$ cat src/rtl/binary_timer_pkg.sv
// Shared definitions for the binary down timer: FSM state encoding and the
// default counter width.
package binary_timer_pkg;

    localparam int DEFAULT_WIDTH = 4;

    typedef enum logic [1:0] {
        ST_IDLE   = 2'd0,
        ST_RUN    = 2'd1,
        ST_PAUSED = 2'd2,
        ST_DONE   = 2'd3
    } timer_state_t;

endpackage : binary_timer_pkg

$ cat src/rtl/binary_down_counter.sv
// WIDTH-bit down counter with synchronous load and decrement enable.
// The is_one/is_zero flags are registered alongside the count so the
// timer FSM can react to the terminal value without a wide compare
// sitting in front of its own next-state logic.
module binary_down_counter
    import binary_timer_pkg::*;
#(
    parameter int WIDTH = DEFAULT_WIDTH
) (
    input  logic             clk,
    input  logic             rst,
    input  logic             load,
    input  logic [WIDTH-1:0] load_value,
    input  logic             dec,
    output logic [WIDTH-1:0] count,
    output logic             is_one,
    output logic             is_zero
);

    localparam logic [WIDTH-1:0] ONE = {{(WIDTH-1){1'b0}}, 1'b1};

    logic [WIDTH-1:0] count_reg;
    logic [WIDTH-1:0] count_next;
    logic             is_one_reg;
    logic             is_zero_reg;

    // Next count: load wins over decrement; decrement saturates at zero
    always_comb begin
        count_next = count_reg;
        if (load) begin
            count_next = load_value;
        end else if (dec && !is_zero_reg) begin
            count_next = count_reg - ONE;
        end
    end

    // Count register plus flags derived from the value being stored
    always_ff @(posedge clk) begin
        if (rst) begin
            count_reg   <= '0;
            is_one_reg  <= 1'b0;
            is_zero_reg <= 1'b1;
        end else begin
            count_reg   <= count_next;
            is_one_reg  <= (count_next == ONE);
            is_zero_reg <= (count_next == '0);
        end
    end

    assign count   = count_reg;
    assign is_one  = is_one_reg;
    assign is_zero = is_zero_reg;

endmodule : binary_down_counter

$ cat src/rtl/binary_down_timer.sv
// Loadable down timer: one-shot or auto-reload, with pause/resume.
// Emits a one-cycle registered tc pulse on the edge the count leaves 1.
// Input priority: rst > load > stop > start > counting.
module binary_down_timer
    import binary_timer_pkg::*;
#(
    parameter int WIDTH = DEFAULT_WIDTH
) (
    input  logic             clk,
    input  logic             rst,
    input  logic [WIDTH-1:0] data,
    input  logic             load,
    input  logic             start,
    input  logic             stop,
    input  logic             periodic,
    output logic [WIDTH-1:0] count,
    output logic             tc,
    output logic             busy,
    output logic             done
);

    timer_state_t     state_reg;
    timer_state_t     state_next;
    logic [WIDTH-1:0] reload_reg;
    logic [WIDTH-1:0] reload_next;
    logic             tc_reg;
    logic             tc_next;
    logic             done_reg;
    logic             done_next;

    logic             cnt_load;
    logic [WIDTH-1:0] cnt_value;
    logic             cnt_dec;
    logic             cnt_is_one;
    logic             cnt_is_zero;

    binary_down_counter #(
        .WIDTH (WIDTH)
    ) u_counter (
        .clk        (clk),
        .rst        (rst),
        .load       (cnt_load),
        .load_value (cnt_value),
        .dec        (cnt_dec),
        .count      (count),
        .is_one     (cnt_is_one),
        .is_zero    (cnt_is_zero)
    );

    // FSM next state and counter control; stop masks start in every state
    always_comb begin
        state_next  = state_reg;
        reload_next = reload_reg;
        done_next   = done_reg;
        tc_next     = 1'b0;
        cnt_load    = 1'b0;
        cnt_value   = data;
        cnt_dec     = 1'b0;

        if (load) begin
            // Load abandons whatever was running and parks in IDLE
            reload_next = data;
            cnt_load    = 1'b1;
            cnt_value   = data;
            done_next   = 1'b0;
            state_next  = ST_IDLE;
        end else begin
            case (state_reg)
                ST_IDLE: begin
                    // Starting from zero would never terminate; ignore it
                    if (!stop && start && !cnt_is_zero) begin
                        state_next = ST_RUN;
                    end
                end
                ST_RUN: begin
                    if (stop) begin
                        state_next = ST_PAUSED;
                    end else if (cnt_is_one) begin
                        // Terminal edge; periodic is only looked at here
                        tc_next = 1'b1;
                        if (periodic) begin
                            cnt_load  = 1'b1;
                            cnt_value = reload_reg;
                        end else begin
                            cnt_dec    = 1'b1;
                            done_next  = 1'b1;
                            state_next = ST_DONE;
                        end
                    end else begin
                        cnt_dec = 1'b1;
                    end
                end
                ST_PAUSED: begin
                    if (!stop && start) begin
                        state_next = ST_RUN;
                    end
                end
                ST_DONE: begin
                    // Re-trigger from the stored reload value
                    if (!stop && start && (reload_reg != '0)) begin
                        cnt_load   = 1'b1;
                        cnt_value  = reload_reg;
                        done_next  = 1'b0;
                        state_next = ST_RUN;
                    end
                end
                default: begin
                    state_next = ST_IDLE;
                end
            endcase
        end
    end

    // FSM state, reload value and the registered tc/done outputs
    always_ff @(posedge clk) begin
        if (rst) begin
            state_reg  <= ST_IDLE;
            reload_reg <= '0;
            tc_reg     <= 1'b0;
            done_reg   <= 1'b0;
        end else begin
            state_reg  <= state_next;
            reload_reg <= reload_next;
            tc_reg     <= tc_next;
            done_reg   <= done_next;
        end
    end

    assign tc   = tc_reg;
    assign done = done_reg;
    assign busy = (state_reg == ST_RUN);

endmodule : binary_down_timer

$ cat config.mk
export PLATFORM = sky130hd
export DESIGN_NAME = binary_down_timer
export DESIGN_NICKNAME = d
export VERILOG_FILES = /design/src/rtl/binary_timer_pkg.sv /design/src/rtl/binary_down_counter.sv /design/src/rtl/binary_down_timer.sv
export SDC_FILE = /design/constraint.sdc
export NUM_CORES = 1
export LEC_CHECK = 0
export CORE_MARGIN = 10
export CORE_UTILIZATION = 43
export CTS_BUF_LIST = sky130_fd_sc_hd__clkbuf_16
export DETAILED_ROUTE_END_ITERATION = 16
export HOLD_SLACK_MARGIN = 0.12
export PLACE_DENSITY = 0.71
export SLEW_MARGIN = 15
export SYNTH_ARGS = -nofsm -noshare
export SYNTH_HDL_FRONTEND = slang
export SYNTH_SLANG_ARGS = --single-unit
export TNS_END_PERCENT = 5
$ cat constraint.sdc
create_clock -name clk -period 2.6 [get_ports clk]
set_clock_uncertainty 0.15 [all_clocks]
set_input_delay 0.52 -clock clk [delete_from_list [all_inputs] [get_ports clk]]
set_output_delay 0.52 -clock clk [all_outputs]
set_load 0.01 [all_outputs]
==> flow_summary.toml, run 1 <==
[clock_network]
path_clk_slew_ns = 0.04
cts_tree = "built"
cts_buffer_depth = 2
clockRootBuffer = "clkbuf_16"
hold_buffers = 0
cts.sinks = 14
worstSkewPairLatency_ns = 0.24
cts_setup_buffers = 0
numCtsBuffers = 3
h-tree-depth = 1
cts-resized-gates = 0

[power]
seq_power_share_pct = 39.5
p_total_mw = 0.591
powerDensity_nw_per_um2 = 547
switching_share_pct = 20.9
worst_ir_drop_vdd_mv = 0.445
total_leakage_power_nw = 0.413
pwr-share-comb_pct = 13.1
power_frac_clock_pct = 47.4
p_switching_mw = 0.123
internal_power_mw = 0.467

[final_layout]
final_cells = 135
areaGrowthSynthToFinish_pct = 41.2
final_cell_mix = "clkdlybuf4s50_1 (16), dfxtp_1 (14), buf_4 (9), inv_1 (8), nor2_1 (6)"
drive_gt1_share_pct = 17.3
layout.nets = 123
n_antenna_cell = 0
postLayoutCellArea_um2 = 1080
layout_commonest_cell = "clkdlybuf4s50_1"
fill_cells = 140

[placement]
placed_cell_area_um2 = 1000
dp_slack_ns = -0.0903
dp_cells = 132
gp_congestion = 0.772
place_hpwl_mm = 1.54
io_buffers = 16

[floorplan]
initial_core_util_pct = 44.8
die_area_um2 = 3860
num_rows = 15
die_y_um = 62.2
core_um2 = 1710
fp.dieW_um = 62.2
ioPinCount = 17

[timing]
period_share_pct = 94.9
max_slew_margin_pct = 75.0
setup_violations = 0
fmax_ghz = 0.405
rsz0062_at_grt = "no"
period_needed_ns = 2.47
fin_ws_ns = 0.133
worstMarginPinSlew_ns = 0.372
slew_violations = 0
hold_viol = 0

[global_route]
antenna_found_initial = 0
gr-usage-all-layers_pct = 10.4
grt_overflow = 0
grt_pass1_vias = 767
grt_pass1_wl_mm = 3.26
grt_max_degree = 19

[yosys]
synthCells = 85
synth-seq-cells = 14
synthesis.area_um2 = 764
postSynthAreaPerCell_um2 = 8.99
synth.distinct_cells = 36
ys_warn_count = 0
syn_nets = 96
yosysSeqAreaShare_pct = 36.7

[worst_setup_path]
reg2reg_depth = 5
start_kind = "input port"
critPathMaxFanout = 4
r2r_slack_ns = 0.40
rr_endpoint = "u_counter.is_zero"
path_class = "in2reg"
cp_data_arrival_time_ns = 2.44
endpoint_kind = "flip-flop"
critPathRequiredTime_ns = 2.57
r2r-start = "state_reg[0]"

[detailed_routing]
first_iter_violations = 18
wl_per_cell_um = 14.2
vias_per_cell = 5.53
antenna_left = 0
remaining_drc_errors = 0
first_pass_iters = 4
vias = 746
drt-total-wl_mm = 1.92

[min_path]
worstHoldEndpoint = "reload_reg[0]"
min_path_type = "reg2reg"
whs_path_depth = 2
worstHoldStart = "reload_reg[0]"

[flow_run]
drv_cap = 0

[outcome]
status = "finished, final reports clean"
-- per-stage QoR --
| stage | TNS (ns) | hold slack [ns] | utilization, % |
|---|---|---|---|
| floorplan | 0 | 0.324 | - |
| global placement | -0.334 | 0.337 | 58.8 |
| detailed placement | -0.316 | 0.351 | 58.8 |
| CTS | 0 | 0.357 | 63.2 |
| global route | 0 | 0.392 | 63.2 |
| finish | 0 | 0.355 | 63.2 |
-- final cells by class --
cell class	count	area [um2]	area share, %
clock buffer	3	75.1	6.95
inverter	8	30.0	2.78
multi-input combinational	60	435	40.3
sequential	14	280	26.0
tap	25	31.3	2.90
timing repair buffer	25	228	21.1
-- critical path: stages --
cell and delay [ns]:
clkdlybuf4s50_1 0.45, a211o_1 0.33, or4_1 0.49, a211oi_1 0.34, a221o_1 0.22, o41ai_2 0.09
-- worst max path at each step --
| stage | endpoint | depth (start not counted) | start | slack, ns |
|---|---|---|---|---|
| after floorplan | u_counter.is_zero | 6 | load | 0.37 |
| after global placement | u_counter.is_zero | 6 | load | -0.12 |
| after detailed placement | u_counter.is_zero | 6 | stop | -0.09 |
| after CTS | u_counter.is_zero | 6 | load | 0.13 |
| after global routing | u_counter.is_one | 7 | stop | 0.04 |
| final | u_counter.is_zero | 6 | stop | 0.13 |
-- logic make-up (layout without fill, tap and decap cells) --
group	Yosys count	count (layout)	synth area share, %
buffers and inverters	11	36	6.38
muxes	3	3	3.93
and+or+nand+nor	31	31	24.4
AOI/OAI and AO/OA	25	25	27.0
adders and majority gates	1	1	1.64
DFF	14	14	36.7
-- power groups by stage --
stage	sequential (mW)	clock, mW	combinational, mW
final	0.234	0.280	0.0774
after global routing	0.235	0.300	0.0858
after CTS	0.233	0.287	0.0779
after detailed placement	0.237	0	0.0775
after global placement	0.237	0	0.0760
after floorplan	0.237	0	0.0403
-- routing by layer --
layer	routed length, um	GRT usage [%]
met1	824	10.7
met2	916	17.3
met3	105	3.58
met4	69	6.86
met5	0	0
-- synthesized netlist by cell type (all sizes together) --
cell type,instances,area share (%)
a2111oi,1,1.1
a211o,1,1.1
a211oi,4,3.9
a21o,1,0.98
a21oi,5,3.3
a221o,2,2.8
and2,3,2.5
buf,2,2.0
clkbuf,1,0.49
dfxtp,14,37
ha,1,1.6
inv,8,3.9
mux2i,3,3.9
nand2,1,0.49
nand2b,2,1.6
nand3,1,0.65
nand4bb,1,1.5
nor2,6,2.9
nor2b,1,0.82
nor3,5,3.3
nor3b,1,0.98
nor4,3,2.5
o21a,1,0.98
o21ai,2,1.3
o22a,1,1.1
o31ai,4,3.9
o32ai,1,2.1
o41ai,2,4.3
or2,1,0.82
or2b,1,0.98
or3,1,0.82
or3b,2,2.6
or4,2,2.0
Note: power is estimated with default switching activity, not from simulation.
==> run 2: changes to the inputs <==
--- a/config.mk
+++ b/config.mk
@@ -6,11 +6,12 @@
 export NUM_CORES = 1
 export LEC_CHECK = 0
 export CORE_MARGIN = 10
-export CORE_UTILIZATION = 43
+export CORE_UTILIZATION = 48
 export CTS_BUF_LIST = sky130_fd_sc_hd__clkbuf_16
 export DETAILED_ROUTE_END_ITERATION = 16
 export HOLD_SLACK_MARGIN = 0.12
-export PLACE_DENSITY = 0.71
+export PLACE_DENSITY = 0.78
+export SKIP_LAST_GASP = 1
 export SLEW_MARGIN = 15
 export SYNTH_ARGS = -nofsm -noshare
 export SYNTH_HDL_FRONTEND = slang
==> run 2 against run 1 <==
Sequential power is essentially flat. Worst setup slack worse by 0.029 ns. Clock-buffer cell count did not move. Final area down 1.3%. Cell count down 8.9%. Sequential cell count unchanged. Highest routed layer unchanged. Non-clock buffer count down 3. Wire length grew 6.3%.
==> flow_summary.toml, run 2 (synthesis results as in run 1) <==
[worst_setup_path]
path_class = "in2reg"
start_kind = "input port"
cp_num_buf_inv = 1
endpoint_kind = "flip-flop"
cp_data_arrival_time_ns = 2.48
critPathMaxFanout = 5
crit_chain = "clkdlybuf4s50_1 > or3b_4 > o31ai_1 > a211oi_2 > a221o_2 > nor4_1"
cpPeakStageDelay_ns = 0.43
critical-path-top-delay-family = "compound AO/OA/AOI/OAI gates"
crit_path_top_delay_cell = "or3b_4"
critPathRequiredTime_ns = 2.58

[global_route]
antenna_found_initial = 0
grtUsageMet2_pct = 19.1
grt_overflow = 0
gr-usage-all-layers_pct = 11.9
grt_max_degree = 19
grtUsageMet3_pct = 3.18
grt_pass1_wl_mm = 3.31
busiest_layer = "met2"
met1_usage_pct = 14.0
grt_pass1_vias = 740

[detailed_routing]
remaining_drc_errors = 0
first_pass_iters = 4
first_iter_violations = 40
antenna_left = 0
vias = 761
drt-total-wl_mm = 2.04
wl_per_cell_um = 16.6
vias_per_cell = 6.19

[timing]
fin_ws_ns = 0.105
fmax_ghz = 0.401
worstMarginPinSlew_ns = 0.522
period_needed_ns = 2.50
period_share_pct = 96.0
max_slew_margin_pct = 64.8
slew_violations = 0
hold_viol = 0
setup_violations = 0

[final_layout]
final_cell_mix = "clkdlybuf4s50_1 (16), dfxtp_1 (14), inv_1 (8), nor2_1 (6), buf_4 (6)"
layout.nets = 120
areaGrowthSynthToFinish_pct = 39.4
n_antenna_cell = 0
final_cells = 123
layout_commonest_cell = "clkdlybuf4s50_1"
drive_gt1_share_pct = 18.7
fill_cells = 115

[clock_network]
path_clk_slew_ns = 0.04
clockRootBuffer = "clkbuf_16"
hold_buffers = 0
cts_tree = "built"
cts.sinks = 14
cts_buffer_depth = 2
h-tree-depth = 1
numCtsBuffers = 3
worstSkewPairLatency_ns = 0.24

[min_path]
min_path_type = "reg2reg"

[placement]
dp_slack_ns = -0.109
gp_congestion = 0.807
dp_cells = 120
place_hpwl_mm = 1.51
io_buffers = 16

[power]
p_total_mw = 0.593
seq_power_share_pct = 39.4
switching_share_pct = 21.3
pwr-share-comb_pct = 13.3
internal_power_mw = 0.467
total_leakage_power_nw = 0.405
powerDensity_nw_per_um2 = 557
power_frac_clock_pct = 47.3
worst_ir_drop_vdd_mv = 0.441
p_switching_mw = 0.126

[outcome]
status = "finished, final reports clean"

[floorplan]
core_um2 = 1510
die_y_um = 59.9
die_area_um2 = 3590
initial_core_util_pct = 50.7
ioPinCount = 17
num_rows = 14
fp.dieW_um = 59.9

[flow_run]
drv_cap = 0
==> run 2: timing repair <==
action / in CTS / in global routing
resized for setup: 0 / 4
endpoints found under the hold margin: 0 / 0
setup endpoints to repair: 0 / 3
buffers inserted: 0 / 0
==> run 2: metrics by stage <==
step | TNS, ns | cell area (um2) | hold slack (ns) | util [%]
floorplan | 0 | 764 | 0.324 | -
global placement | -0.240 | 971 | 0.338 | 64.5
detailed placement | -0.403 | 971 | 0.346 | 64.5
CTS | 0 | 1050 | 0.375 | 69.4
global route | -0.0162 | 1070 | 0.392 | 70.8
finish | 0 | 1070 | 0.374 | 70.8
==> run 2: per-layer routing <==
metal | up-vias | part of all wire [%]
li1 | 363 | -
met1 | 360 | 40
met2 | 33 | 50
met3 | 5 | 7.3
met4 | 0 | 1.8
met5 | - | 0
==> run 2: power by group through the flow <==
stage | clock network [mW] | logic, mW | registers, mW
6_report | 0.281 | 0.0791 | 0.234
5_1_grt | 0.290 | 0.0874 | 0.234
4_1_cts | 0.282 | 0.0771 | 0.234
3_5_place_dp | 0 | 0.0762 | 0.237
3_3_place_gp | 0 | 0.0737 | 0.237
2_1_floorplan | 0 | 0.0403 | 0.237
==> run 2: final timing paths <==
kind	cells past startpoint	start	end	slack [ns]
worst max-delay path	6	load	u_counter.is_one	0.10
worst min-delay path	2	reload_reg[0]	reload_reg[0]	0.37
worst max register to register	5	state_reg[0]	u_counter.is_one	0.35
worst min register to register	2	reload_reg[0]	reload_reg[0]	0.37
==> run 2: cell type report <==
type / instances / area, um2 / area share, %
timing repair buffer: 22 / 205 / 19.2
inverter: 8 / 30.0 / 2.82
tap: 16 / 20.0 / 1.88
clock buffer: 3 / 75.1 / 7.04
sequential: 14 / 280 / 26.3
multi-input combinational: 60 / 455 / 42.7
==> run 2: tightest hold or removal path: stages (launching register included) <==
cell and delay (ns):
dfxtp_1 0.32, nand2b_1 0.08, a21oi_1 0.07
==> run 3: changes to the inputs <==
--- a/config.mk
+++ b/config.mk
@@ -8,9 +8,11 @@
 export CORE_MARGIN = 10
 export CORE_UTILIZATION = 48
 export CTS_BUF_LIST = sky130_fd_sc_hd__clkbuf_16
+export CTS_CLUSTER_DIAMETER = 150
 export DETAILED_ROUTE_END_ITERATION = 16
 export HOLD_SLACK_MARGIN = 0.12
 export PLACE_DENSITY = 0.78
+export SETUP_SLACK_MARGIN = 0.02
 export SKIP_LAST_GASP = 1
 export SLEW_MARGIN = 15
 export SYNTH_ARGS = -nofsm -noshare
==> run 3 against run 2 <==
Wire length is the same. Clock-buffer cell count is the same. Register-to-register slack is essentially flat. Die area is the same. Critical path depth is the same. Clock power is essentially flat. Sequential share of layout area is the same. Utilization is the same. Hold slack is the same. Critical endpoint unchanged. Largest cell class unchanged. Largest power group unchanged.
==> flow_summary.toml, run 3 (synthesis results as in run 1) <==
[power]
power_frac_clock_pct = 47.3
switching_share_pct = 21.3
pwr-share-comb_pct = 13.3
internal_power_mw = 0.467
worst_ir_drop_vdd_mv = 0.441
total_leakage_power_nw = 0.405
powerDensity_nw_per_um2 = 557
seq_power_share_pct = 39.4
p_switching_mw = 0.126

[min_path]
worstHoldStart = "reload_reg[0]"
min_path_type = "reg2reg"
worstHoldEndpoint = "reload_reg[0]"
whs_path_depth = 2

[flow_run]
drv_cap = 0

[global_route]
grt_overflow = 0
grt_pass1_wl_mm = 3.31
gr-usage-all-layers_pct = 11.9
grt_pass1_vias = 740
grt_max_degree = 19
antenna_found_initial = 0

[worst_setup_path]
rr_endpoint = "u_counter.is_one"
critPathMaxFanout = 6
critical_path.startpoint = "stop"
reg2reg_depth = 5
r2r-start = "state_reg[0]"
critPathRequiredTime_ns = 2.58
start_kind = "input port"
endpoint_kind = "flip-flop"
cp_data_arrival_time_ns = 2.48
r2r_slack_ns = 0.35
path_class = "in2reg"

[detailed_routing]
vias_per_cell = 6.19
first_pass_iters = 4
first_iter_violations = 40
remaining_drc_errors = 0
antenna_left = 0
vias = 761
drt-total-wl_mm = 2.04
wl_per_cell_um = 16.6

[clock_network]
cts.sinks = 14
h-tree-depth = 1
cts_tree = "built"
cts_buffer_depth = 2
path_clk_slew_ns = 0.04
hold_buffers = 0
clockRootBuffer = "clkbuf_16"
worstSkewPairLatency_ns = 0.24
numCtsBuffers = 3

[floorplan]
ioPinCount = 17
die_area_um2 = 3590
fp.dieW_um = 59.9
die_y_um = 59.9
num_rows = 14
core_um2 = 1510
initial_core_util_pct = 50.7

[timing]
fmax_ghz = 0.401
max_slew_margin_pct = 64.8
hold_viol = 0
worstMarginPinSlew_ns = 0.522
rsz0062_at_grt = "yes"
slew_violations = 0
period_share_pct = 96.0
setup_violations = 0
hold_ws_ns = 0.374
period_needed_ns = 2.50

[final_layout]
areaGrowthSynthToFinish_pct = 39.4
final_cells = 123
fill_cells = 115
layout.nets = 120
final_cell_mix = "clkdlybuf4s50_1 (16), dfxtp_1 (14), inv_1 (8), nor2_1 (6), buf_4 (6)"
multi_input_area_um2 = 455
layout_commonest_cell = "clkdlybuf4s50_1"
seq_area_um2 = 280
drive_gt1_share_pct = 18.7
n_antenna_cell = 0

[placement]
gp_congestion = 0.807
io_buffers = 16
dp_cells = 120
place_hpwl_mm = 1.51

[outcome]
status = "finished, final reports clean"
[run 3: cell counts in the layout (fill, tap and decap cells not counted)]
No cell type changed its count.
[run 3: layer usage]
metal  track usage, %  vias up  wire (um)
met2             19.1       33       1030
met4             5.77        0         37
met3             3.18        5        148
met1             14.0      360        823
li1                 -      363          -
met5                0        -          0
[run 3: critical path: stages]
cell,delay [ns]
clkdlybuf4s50_1,0.47
a211o_1,0.37
o31ai_1,0.33
a211oi_2,0.12
a221o_2,0.35
nor4_1,0.32
[run 3: through the flow]
stage                     total power, mW  utilization (%)  setup TNS, ns  area, um2  setup slack, ns
final                               0.593             70.8              0       1070            0.103
after global routing                0.612             70.8        -0.0174       1070          -0.0174
after CTS                           0.592             69.4              0       1050           0.0839
after detailed placement            0.314             64.5         -0.403        971           -0.109
after global placement              0.311             64.5         -0.240        971          -0.0883
after floorplan                     0.277                -              0        764            0.374
[run 3: how the worst max path moves through the flow]
stage,to,slack [ns]
finish,u_counter.is_one,0.10
global route,u_counter.is_one,-0.02
CTS,u_counter.is_one,0.08
detailed placement,u_counter.count[2],-0.11
global placement,u_counter.is_zero,-0.09
floorplan,u_counter.is_zero,0.37
[run 3: area by class of cell]
class | instances | area share, %
repair buffers | 22 | 19.2
inverters | 8 | 2.82
flip-flops and latches | 14 | 26.3
multi-input cells | 60 | 42.7
well taps | 16 | 1.88
clock buffers | 3 | 7.04
[run 3: power by group through the flow]
stage | Sequential (mW) | Combinational (mW) | Clock (mW)
2_1_floorplan | 0.237 | 0.0403 | 0
3_3_place_gp | 0.237 | 0.0737 | 0
3_5_place_dp | 0.237 | 0.0762 | 0
4_1_cts | 0.234 | 0.0771 | 0.282
5_1_grt | 0.234 | 0.0875 | 0.290
6_report | 0.234 | 0.0792 | 0.281
[run 3: repair_timing]
item / 4_1_cts / 5_1_grt
endpoints found under the setup margin: 0 / 4
resized for setup: 0 / 5
setup buffers: 0 / 0
==> patch: new RTL, settings of run 3 <==
The package constant `DEFAULT_WIDTH` goes from 4 to 6.
--- a/src/rtl/binary_timer_pkg.sv
+++ b/src/rtl/binary_timer_pkg.sv
@@ -4,3 +4,3 @@
 
-    localparam int DEFAULT_WIDTH = 4;
+    localparam int DEFAULT_WIDTH = 6;
 
Ports: changed (resized count and data); port bits go from 17 to 21. No check against the original RTL was run, so the function may have changed too.
==> patch against run 3 <==
- power increased by 24%
- routed wire length increased by 42%
- utilization decreased by 4.7 points
- synthesized area increased by 42%
- clock power increased by 8.2%
- count of clock-buffer cells in the layout unchanged
- non-clock buffer count increased by 5
- die area increased by 27%
- first-iteration DRC count increased by 20%
- register-to-register slack improved by 0.11 ns
- final area increased by 35%
- setup slack improved by 0.075 ns
- sequential cell count increased by 4
- largest cell class unchanged
- highest routed layer unchanged
==> patch: results (changes against run 3) <==
** Timing
- The post-route worst hold slack is 0.3764 ns (+0.001986 ns).
- Worst setup margin :: 0.1778 ns (+0.07450 ns)

** Finish
- Final cell count without fillers :: 183 (+49%)
- Post-layout instance area :: 1434 µm² (+35%)
- Clk tree area frac :: 5.236% (-1.8 points)
- Fraction of area in non-clock buffers :: 17.80% (-1.4 points)
- The buffer count excluding the clock tree in the final layout was 27 (+23%).
- The number of combinational gates with multiple inputs is 101 (+68%).
- Final Net Count :: 170 (+42%)
- Multi-input combinational area share :: 47.82% (+5.1 points)
- The number of sequential storage elements was 18 (+4).
- Number of filler instances in the final layout :: 182 (+58%)
- Logic inverters :: 6 (-2)

** Run status
- The run finished with clean final reports.

** Power
- The switching share of total power was 24.23% (+2.9 points).
- Power of the combinational group :: 129 µW (+63%)
- Clock share of power :: 41.3% (-6.0 points)
- The combinational group share of total power is 17.5% (+4.2 points).

** Place
- Half-perimeter wire length after placement :: 2173 µm (+44%)
- The placed instance count was 179 (+49%).
- Worst setup slack after placement :: -0.04181 ns (+0.06768 ns)
- The number of buffer cells added on primary ports was 20 (+4).
- Placed cell area :: 1335 µm² (+37%)

** Synthesis
- Ranking of synthesized cells by area :: sky130_fd_sc_hd__dfxtp_1 33%, sky130_fd_sc_hd__a21oi_1 6.0%, sky130_fd_sc_hd__nand2_1 5.5%
- Post-synthesis xor/xnor area fraction :: 4.855% (+4.9 points)
- The synthesized area per cell came to 8.325 µm² (-7.4%).
- The share of synthesized cell area in full adder, half adder and majority cells came to 1.156% (-0.48 points).
- Nets in the synthesized netlist :: 143 (+49%)

** Worst setup path
- Reg2Reg Depth :: 6 (+1)
- Register-to-register path setup slack :: 0.46 ns (+0.11 ns)
- Worst endpoint data arrival time :: 2.42 ns (-0.06 ns)

** Worst hold path
- Min-Delay Startpoint :: reload_reg[5]
- Worst hold endpoint :: reload_reg[5]

** Global routing
- Combined global-route utilization of all metal layers :: 13.48% (+1.6 points)

** Routing
- Via density :: 5.607 (-9.4%)
patch: cell types whose count changed after synthesis, moves of 4 or more:
cell	before	now
sky130_fd_sc_hd__a21oi_1	5	13
sky130_fd_sc_hd__nor2_1	6	12
sky130_fd_sc_hd__nand2b_1	2	9
sky130_fd_sc_hd__dfxtp_1	14	18
sky130_fd_sc_hd__nand2_1	1	16
patch: routing by layer:
layer  share of wire, %  up-vias  track usage, %
met5                  0        -               0
met1                 42      472           14.88
met3                4.6        9           2.645
li1                   -      514               -
met4                2.2        0           5.897
met2                 52       31           24.30
patch: critical path, cell delays in order:
cell and delay, ns:
sky130_fd_sc_hd__clkdlybuf4s50_1 0.46, sky130_fd_sc_hd__a211oi_2 0.25, sky130_fd_sc_hd__buf_4 0.15, sky130_fd_sc_hd__nand4_1 0.10, sky130_fd_sc_hd__xor2_1 0.26, sky130_fd_sc_hd__o221ai_2 0.17, sky130_fd_sc_hd__a21o_1 0.20, sky130_fd_sc_hd__nor4b_2 0.32
